### config.mk
export PLATFORM = sky130hd
export DESIGN_NAME = avm_sram_bridge
export DESIGN_NICKNAME = d
export VERILOG_FILES = /design/src/rtl/avm_sram_bridge.sv
export SDC_FILE = /design/constraint.sdc
export NUM_CORES = 1
export LEC_CHECK = 0
export CORE_UTILIZATION = 42
export CTS_CLUSTER_DIAMETER = 200
export DETAILED_ROUTE_END_ITERATION = 10
export GPL_TIMING_DRIVEN = 0
export PLACE_DENSITY = 0.75
export SKIP_LAST_GASP = 1
export SYNTH_ARGS = -nofsm -noshare
export SYNTH_HDL_FRONTEND = slang
export SYNTH_SLANG_ARGS = --single-unit
### constraint.sdc
create_clock -name clk -period 1.6 [get_ports clk]
set_clock_uncertainty 0.1 [all_clocks]
set_input_delay 0.16 -clock clk [delete_from_list [all_inputs] [get_ports clk]]
set_output_delay 0.16 -clock clk [all_outputs]
set_load 0.1 [all_outputs]
### src/rtl/avm_sram_bridge.sv
// rtl/avm_sram_bridge.sv - Avalon-MM slave to async 16-bit SRAM bridge
// Serialises RATIO SRAM beats per Avalon word with programmable beat lengths.
module avm_sram_bridge #(
    parameter  int SRAM_AW   = 18,
    parameter  int RATIO     = 2,
    parameter  int RD_CYCLES = 1,
    parameter  int WR_CYCLES = 1,
    localparam int LOG2R     = $clog2(RATIO),
    localparam int AVM_DW    = 16 * RATIO,
    localparam int BE_W      = 2 * RATIO,
    localparam int AVM_AW    = SRAM_AW - LOG2R
) (
    input  logic                clk,
    input  logic                reset,
    input  logic [AVM_AW-1:0]   avm_address,
    input  logic [BE_W-1:0]     avm_byteenable,
    input  logic                avm_read,
    input  logic                avm_write,
    input  logic [AVM_DW-1:0]   avm_writedata,
    output logic [AVM_DW-1:0]   avm_readdata,
    output logic                avm_readdatavalid,
    output logic                avm_waitrequest,
    output logic [SRAM_AW-1:0]  sram_addr,
    output logic [15:0]         sram_writedata,
    output logic                sram_ce_n,
    output logic                sram_oe_n,
    output logic                sram_we_n,
    output logic                sram_ub_n,
    output logic                sram_lb_n,
    input  logic [15:0]         sram_readdata
);

    localparam int BW   = (LOG2R > 0) ? LOG2R : 1;
    localparam int MAXC = (RD_CYCLES > WR_CYCLES) ? RD_CYCLES : WR_CYCLES;
    localparam int CW   = (MAXC > 1) ? $clog2(MAXC) : 1;

    typedef enum logic [1:0] {S_IDLE, S_RD, S_WR} state_t;

    state_t              r_state, w_state_nx;
    logic [BW-1:0]       r_beat, w_beat_nx;
    logic [CW-1:0]       r_cyc, w_cyc_nx;
    logic [AVM_AW-1:0]   r_addr;
    logic [BE_W-1:0]     r_be;
    logic [AVM_DW-1:0]   r_wd, r_rbuf, r_rdata, w_rbuf_nx;
    logic                r_rvalid, w_rvalid_nx;
    logic [SRAM_AW-1:0]  r_sram_addr, w_sram_addr_nx;
    logic [15:0]         r_sram_wd, w_sram_wd_nx;
    logic                r_ce_n, r_oe_n, r_we_n, r_ub_n, r_lb_n;
    logic                w_ce_n_nx, w_oe_n_nx, w_we_n_nx, w_ub_n_nx, w_lb_n_nx;
    logic                w_accept, w_drive, w_drv_wr, w_sample, w_last_cyc, w_last_beat, w_hold;
    logic [AVM_AW-1:0]   w_src_addr;
    logic [BE_W-1:0]     w_src_be;
    logic [AVM_DW-1:0]   w_src_wd;
    logic [1:0]          w_lanes;

    // Next beat/cycle are computed first; the strobes are then registered for that slot.
    always_comb begin
        w_state_nx  = r_state;
        w_beat_nx   = r_beat;
        w_cyc_nx    = r_cyc;
        w_accept    = 1'b0;
        w_drive     = 1'b0;
        w_drv_wr    = 1'b0;
        w_sample    = 1'b0;
        w_rvalid_nx = 1'b0;
        w_last_cyc  = (r_state == S_WR) ? (r_cyc == CW'(WR_CYCLES - 1))
                                        : (r_cyc == CW'(RD_CYCLES - 1));
        w_last_beat = (r_beat == BW'(RATIO - 1));
        case (r_state)
            S_IDLE: begin
                if (avm_write || avm_read) begin
                    w_accept   = 1'b1;
                    w_drive    = 1'b1;
                    w_drv_wr   = avm_write;
                    w_state_nx = avm_write ? S_WR : S_RD;
                    w_beat_nx  = '0;
                    w_cyc_nx   = '0;
                end
            end
            default: begin
                w_drv_wr = (r_state == S_WR);
                w_sample = (r_state == S_RD) && w_last_cyc;
                if (!w_last_cyc) begin
                    w_drive  = 1'b1;
                    w_cyc_nx = r_cyc + 1'b1;
                end else if (!w_last_beat) begin
                    w_drive   = 1'b1;
                    w_beat_nx = r_beat + 1'b1;
                    w_cyc_nx  = '0;
                end else begin
                    w_state_nx  = S_IDLE;
                    w_rvalid_nx = (r_state == S_RD);
                end
            end
        endcase
    end

    always_comb begin
        w_src_addr     = (r_state == S_IDLE) ? avm_address    : r_addr;
        w_src_be       = (r_state == S_IDLE) ? avm_byteenable : r_be;
        w_src_wd       = (r_state == S_IDLE) ? avm_writedata  : r_wd;
        w_lanes        = w_src_be[2*w_beat_nx +: 2];
        // The last cycle of a multi-cycle write beat releases we_n for data hold.
        w_hold         = (WR_CYCLES >= 2) && (w_cyc_nx == CW'(WR_CYCLES - 1));
        w_sram_addr_nx = r_sram_addr;
        w_sram_wd_nx   = r_sram_wd;
        w_ce_n_nx      = 1'b1;
        w_oe_n_nx      = 1'b1;
        w_we_n_nx      = 1'b1;
        w_ub_n_nx      = 1'b1;
        w_lb_n_nx      = 1'b1;
        if (w_drive) begin
            w_sram_addr_nx = (SRAM_AW'(w_src_addr) << LOG2R) | SRAM_AW'(w_beat_nx);
            if (w_drv_wr) begin
                w_sram_wd_nx = w_src_wd[16*w_beat_nx +: 16];
                w_ce_n_nx    = ~|w_lanes;
                w_we_n_nx    = ~|w_lanes | w_hold;
                w_ub_n_nx    = ~w_lanes[1];
                w_lb_n_nx    = ~w_lanes[0];
            end else begin
                w_ce_n_nx = 1'b0;
                w_oe_n_nx = 1'b0;
                w_ub_n_nx = 1'b0;
                w_lb_n_nx = 1'b0;
            end
        end
        w_rbuf_nx = r_rbuf;
        if (w_sample) begin
            w_rbuf_nx[16*r_beat +: 16] = sram_readdata;
        end
    end

    always_ff @(posedge clk) begin
        if (reset) begin
            r_state <= S_IDLE;
            r_beat  <= '0;
            r_cyc   <= '0;
        end else begin
            r_state <= w_state_nx;
            r_beat  <= w_beat_nx;
            r_cyc   <= w_cyc_nx;
        end
    end

    always_ff @(posedge clk) begin
        if (reset) begin
            r_addr      <= '0;
            r_be        <= '0;
            r_wd        <= '0;
            r_rbuf      <= '0;
            r_rdata     <= '0;
            r_rvalid    <= 1'b0;
            r_sram_addr <= '0;
            r_sram_wd   <= '0;
            r_ce_n      <= 1'b1;
            r_oe_n      <= 1'b1;
            r_we_n      <= 1'b1;
            r_ub_n      <= 1'b1;
            r_lb_n      <= 1'b1;
        end else begin
            if (w_accept) begin
                r_addr <= avm_address;
                r_be   <= avm_byteenable;
                r_wd   <= avm_writedata;
            end
            r_rbuf <= w_rbuf_nx;
            if (w_rvalid_nx) begin
                r_rdata <= w_rbuf_nx;
            end
            r_rvalid    <= w_rvalid_nx;
            r_sram_addr <= w_sram_addr_nx;
            r_sram_wd   <= w_sram_wd_nx;
            r_ce_n      <= w_ce_n_nx;
            r_oe_n      <= w_oe_n_nx;
            r_we_n      <= w_we_n_nx;
            r_ub_n      <= w_ub_n_nx;
            r_lb_n      <= w_lb_n_nx;
        end
    end

    assign avm_waitrequest   = reset | (r_state != S_IDLE);
    assign avm_readdata      = r_rdata;
    assign avm_readdatavalid = r_rvalid;
    assign sram_addr         = r_sram_addr;
    assign sram_writedata    = r_sram_wd;
    assign sram_ce_n         = r_ce_n;
    assign sram_oe_n         = r_oe_n;
    assign sram_we_n         = r_we_n;
    assign sram_ub_n         = r_ub_n;
    assign sram_lb_n         = r_lb_n;

endmodule

# Word level (Yosys, flattened, before mapping)
# Cells that the tools add are included.
# word_totals
reg_bits	161
in_bits	73
wordCells	77
output_inout_bits	73
# op_classes
n_addsub	3
bitwise_logic	7
n_reduce_logical	11
muxes	32
n_eq_ne	4
n_shift	4
# op_table
cell	count
$mux 32	2
$neg 5->34	1
$shift 16x34->32 const A	1
$shiftx 16x34->32	1
$bwmux 32	1
$shiftx 32x6->16	1
$mux 1	22
$or 18x1->18	1
$mux 17	1
$mux 2	5
$not 1->1	5
$mux 4	1
$reduce_bool 2->1	2
$reduce_or 2->1	2
$shiftx 4x3->2	1
$reduce_and 3->1	1
$reduce_or 3->1	1
$add 1x1->1 const B	2
$eq 2x1->1 const B	1
$eq 2x2->1 const B	1
$logic_not 2->1	1
$ne 2x1->1 const B	1
$ne 2x2->1 const B	1
$reduce_and 2->1	1
4 further kinds	4

# Logic depth before layout (Yosys ltp)
# depth
word_depth	8
depth_mapped	7

# Worst setup path after synthesis
# OpenSTA, ideal clock, no wires.
# synth_timing
path_kind	register -> output
start	reg r_state[0]
end	out avm_waitrequest
t_arrival_ps	1512
path_stages_with_launch	6
n_path_buf	3
path_slack_ps	-172
cell_sequence	dfxtp_1 buf_2 nor2_2 buf_2 buf_4 nand2_1
# synth_between
elab_chain_len	2
# synth_lines
item	line_no	text
start: declaration	39	state_t r_state, w_state_nx;
start signal: assignment	139	r_state <= w_state_nx;
$reduce_bool 2->1	181	assign avm_waitrequest = reset | (r_state != S_IDLE);
$or 1x1->1	181	
end: declaration	22	output logic avm_waitrequest,
# Every way passes these cells.

# Final worst setup path
# layout_timing
start	reg r_state[1]
end	reg r_sram_addr[6] (netlist: sram_addr[6])
# layout_between
elab_chain_len	3
elab_cells_between_ends	4
# layout_lines
item	line_no	text
$logic_not 2->1 (*)	69, 99	
$mux 17	99	w_src_addr = (r_state == S_IDLE) ? avm_address : r_addr;
$or 18x1->18	113	w_sram_addr_nx = (SRAM_AW'(w_src_addr) << LOG2R) | SRAM_AW'(w_beat_nx);
end signal: assignment	171	r_sram_addr <= w_sram_addr_nx;
end: declaration	46	logic [SRAM_AW-1:0] r_sram_addr, w_sram_addr_nx;
# Mark *: on every way between the ends. The rest lies on a longest branch, timed or not.
# A chain may end at the register's enable or synchronous reset.

==> metrics.md <==
| Metric | Value |
|---|---|
| Max_cap viols | 0 |
| Failing checks | negative setup slack |
| Critical Path Most Common Cell | buf_6 |
| CP arrival | 1.96 ns |
| IO Pins | 146 |
| Adder-Cell Fraction of Synth Area | 0% |
| Pleak | 3.04 nW |
| Port buffer count | 145 |
| Slew headroom | 61.3% |
| GRT Overall Usage | 24.1% |
| Count of unique library cells instantiated by Yosys | 33 |
| Total power | 10.9 mW |
| Largest family of logic cells by synthesized area | simple AND/OR/NAND/NOR gates |
| Startpoint Class | flip-flop |
| Post-synthesis sequential element count | 126 |
| Syn Std Cell Area | 0.00494 mm² |
| Nets | 847 |
| Pwr/cell area | 1380 mW/mm² |
| Final hold vios | 0 |
| CP max-delay cell | dfxtp_4 |
| Fin worst setup slack | -0.138 ns |
| Number of antenna violations at the first check in global routing | 0 |
| Starting Density | 43.1% |
| DP Wirelength | 10200 µm |
| Dominant cells by area after synthesis | dfxtp_1 (51%), nand2_1 (14%), a21oi_1 (8.7%) |
| Family with the most delay on the worst path | buffers and inverters |
| Cell Chain, Critical Path | nor2_4, buf_6, mux2i_4, buf_6, buf_12, buf_8, nor2_2, a311oi_1 |
| Register area share after synthesis | 51.0% |
| Mux cell area share after synthesis | 7.82% |
| RSZ-0062 raised after global routing | yes |
| Main synth FF type | dfxtp_1 |
| Clock buffer depth | 2 |
| Cell count after synthesis | 582 |
| Die Height | 111 µm |
| Mapped Avg Cell Area | 8.50 µm² |
| Routed vias/inst | 5.29 |
| Final period util | 109% |
| Slowest Stage Delay on Critical Path | 0.37 ns |
| Most frequent cell after synthesis | nand2_1 |
| Clock root buffer | clkbuf_16 |
| Mapped Nets | 655 |
| Synth Area in XOR/XNOR | 0% |
| Gpl congestion | 0.820 |
| Die Outline Area | 0.0122 mm² |
| Finish-stage setup viols | 58 |
| Total gr overflow | 0 |
| Buffers & Inverters on Critical Path | 4 |
| Reg clk slew, reported paths | 0.06 ns |
| Status | finished with violations |
| Layout Cells excl Fill | 930 |
| Fmax | 0.575 GHz |
| Number of global-route vias before repair | 4816 |
| Sink Count | 126 |
| # rows | 39 |
| Largest area contributor in the netlist | dfxtp_1 |
| H-tree depth | 4 |
| Pins Over Slew Limit | 0 |
| Die extent in x | 111 µm |
| Tmin final | 1.74 ns |
| Largest net degree at the start of global routing | 20 |
| FFs w/ async S/R, synth | 0% |
| Simple-gate share of the synthesized area | 18.4% |
| Vias after detailed routing | 4921 |
| Type of the worst setup path | flip-flop to flip-flop |
| Critical Path RT | 1.82 ns |
| CP Max Fanout | 6 |
| Detail Route Antenna Nets | 0 |
| Tightest Pin Transition | 0.581 ns |
| Remaining routing DRC violations | 0 |
| Num CTS Buffers | 17 |
| Ys Warns | 0 |
| Worst Setup End Kind | flip-flop |
| TritonRoute pass-1 iters | 7 |
| Starting DRT DRC Count | 382 |
| Synth Area in Compound Gates | 17.2% |
| CTS hold repair buffers | 0 |
| Core Area | 0.0115 mm² |
| Post-synth EDFFs | 0 |
| Placed insts | 870 |
| Clock Latency Late Sink | 0.42 ns |
| Area grow syn2layout | 58.5% |
| CTS tree | done |
| Synth cell count leaders | nand2_1 (185), dfxtp_1 (126), a21oi_1 (86), buf_2 (23), nor2_1 (23) |
| Layout cells sized above 1 | 29.0% |
| First-pass GRT wire length | 23300 µm |
| # diodes | 0 |
| Worst Hold Class | input port to flip-flop |
| Worst vdd ir | 0.00101 V |
| Yosys top cell area share | 51.0% |
| Routed wire length | 15600 µm |
| Wirelength per Cell | 16.7 µm |
==> power by group <==
part / internal (mW) / total (mW) / switching (mW)
registers: 3.42 / 3.58 / 0.155
clock network: 2.35 / 3.91 / 1.56
logic: 1.19 / 3.36 / 2.18
==> cells in the final DEF, fill, tap and decap left out, types with 17 or more instances in the layout <==
cell type          n
a21oi_1           77
buf_2             17
buf_4             29
clkbuf_16         17
clkdlybuf4s15_2   32
clkdlybuf4s18_2   29
clkdlybuf4s50_1   72
dfxtp_1          123
nand2_1          182
nor2_1            19
o21ai_0           18
==> what timing repair did <==
item                                    4_1_cts  5_1_grt
cloned                                        2        2
gates resized for setup                     274      123
pin swaps                                     9       14
setup buffers                                13       18
endpoints found under the hold margin         0        0
endpoints found under the setup margin      179      153
==> worst paths after layout <==
check	startpoint	endpoint	slack [ns]	depth (start not counted)
worst max-delay path	r_state[1]$_SDFFE_PP0P_	sram_addr[6]$_SDFFE_PP0N_	-0.14	8
worst min register to register	r_wd[29]$_SDFFE_PP0P_	r_wd[29]$_SDFFE_PP0P_	0.35	2
worst max register to register	r_state[1]$_SDFFE_PP0P_	sram_addr[6]$_SDFFE_PP0N_	-0.14	8
worst min-delay path	avm_writedata[29]	r_wd[29]$_SDFFE_PP0P_	0.22	3
==> routing by layer <==
metal / vias up / global-route usage [%] / routed length [µm]
li1: 2352 / - / -
met1: 2344 / 27.8 / 6400
met2: 181 / 41.2 / 7790
met3: 44 / 6.09 / 837
met4: 0 / 12.1 / 522
met5: - / 0 / 0
==> kinds of logic (layout without fill, tap and decap cells) <==
logic type,after synthesis,in the layout
AND/OR/NAND/NOR,223,223
AO/OA/AOI/OAI,142,142
flip-flops,126,126
buffers and inverters,55,260
multiplexers,36,36
==> worst register-to-register path, stage by stage (launching register included) <==
cell and delay, ns:
dfxtp_4 0.37, nor2_4 0.19, buf_6 0.13, mux2i_4 0.24, buf_6 0.13, buf_12 0.11
buf_8 0.12, nor2_2 0.03, a311oi_1 0.23
==> through the flow <==
stage	setup TNS (ns)	area [µm²]	setup slack, ns	utilization [%]	hold slack, ns
floorplan	0	4950	0.0490	-	0.194
finish	-2.65	7840	-0.138	68.3	0.223
detailed placement	-39.89	6580	-0.916	57.4	0.345
global placement	-38.08	6580	-0.904	57.4	0.338
CTS	-0.907	7590	-0.140	66.2	0.221
global route	-5.55	7840	-0.170	68.3	0.243
==> registers in the layout (all words and copies together), names as in the netlist, 2 cells and up <==
| name | flops |
|---|---|
| avm_readdata | 32 |
| sram_addr | 18 |
| r_addr | 17 |
| r_rbuf | 16 |
| r_wd | 16 |
| sram_writedata | 16 |
| r_be | 2 |
| r_state | 2 |
==> final cells by class <==
type                    instances  area [µm²]
plain buffers                  47         380
clock inverters                15         175
well taps                     143         179
clock buffers                  17         425
repair buffers                179        1790
multi-input cells             401        2350
flip-flops and latches        126        2530
inverters                       2        7.51
fillers                       876        3630
Power figures use the tool's default switching activity.
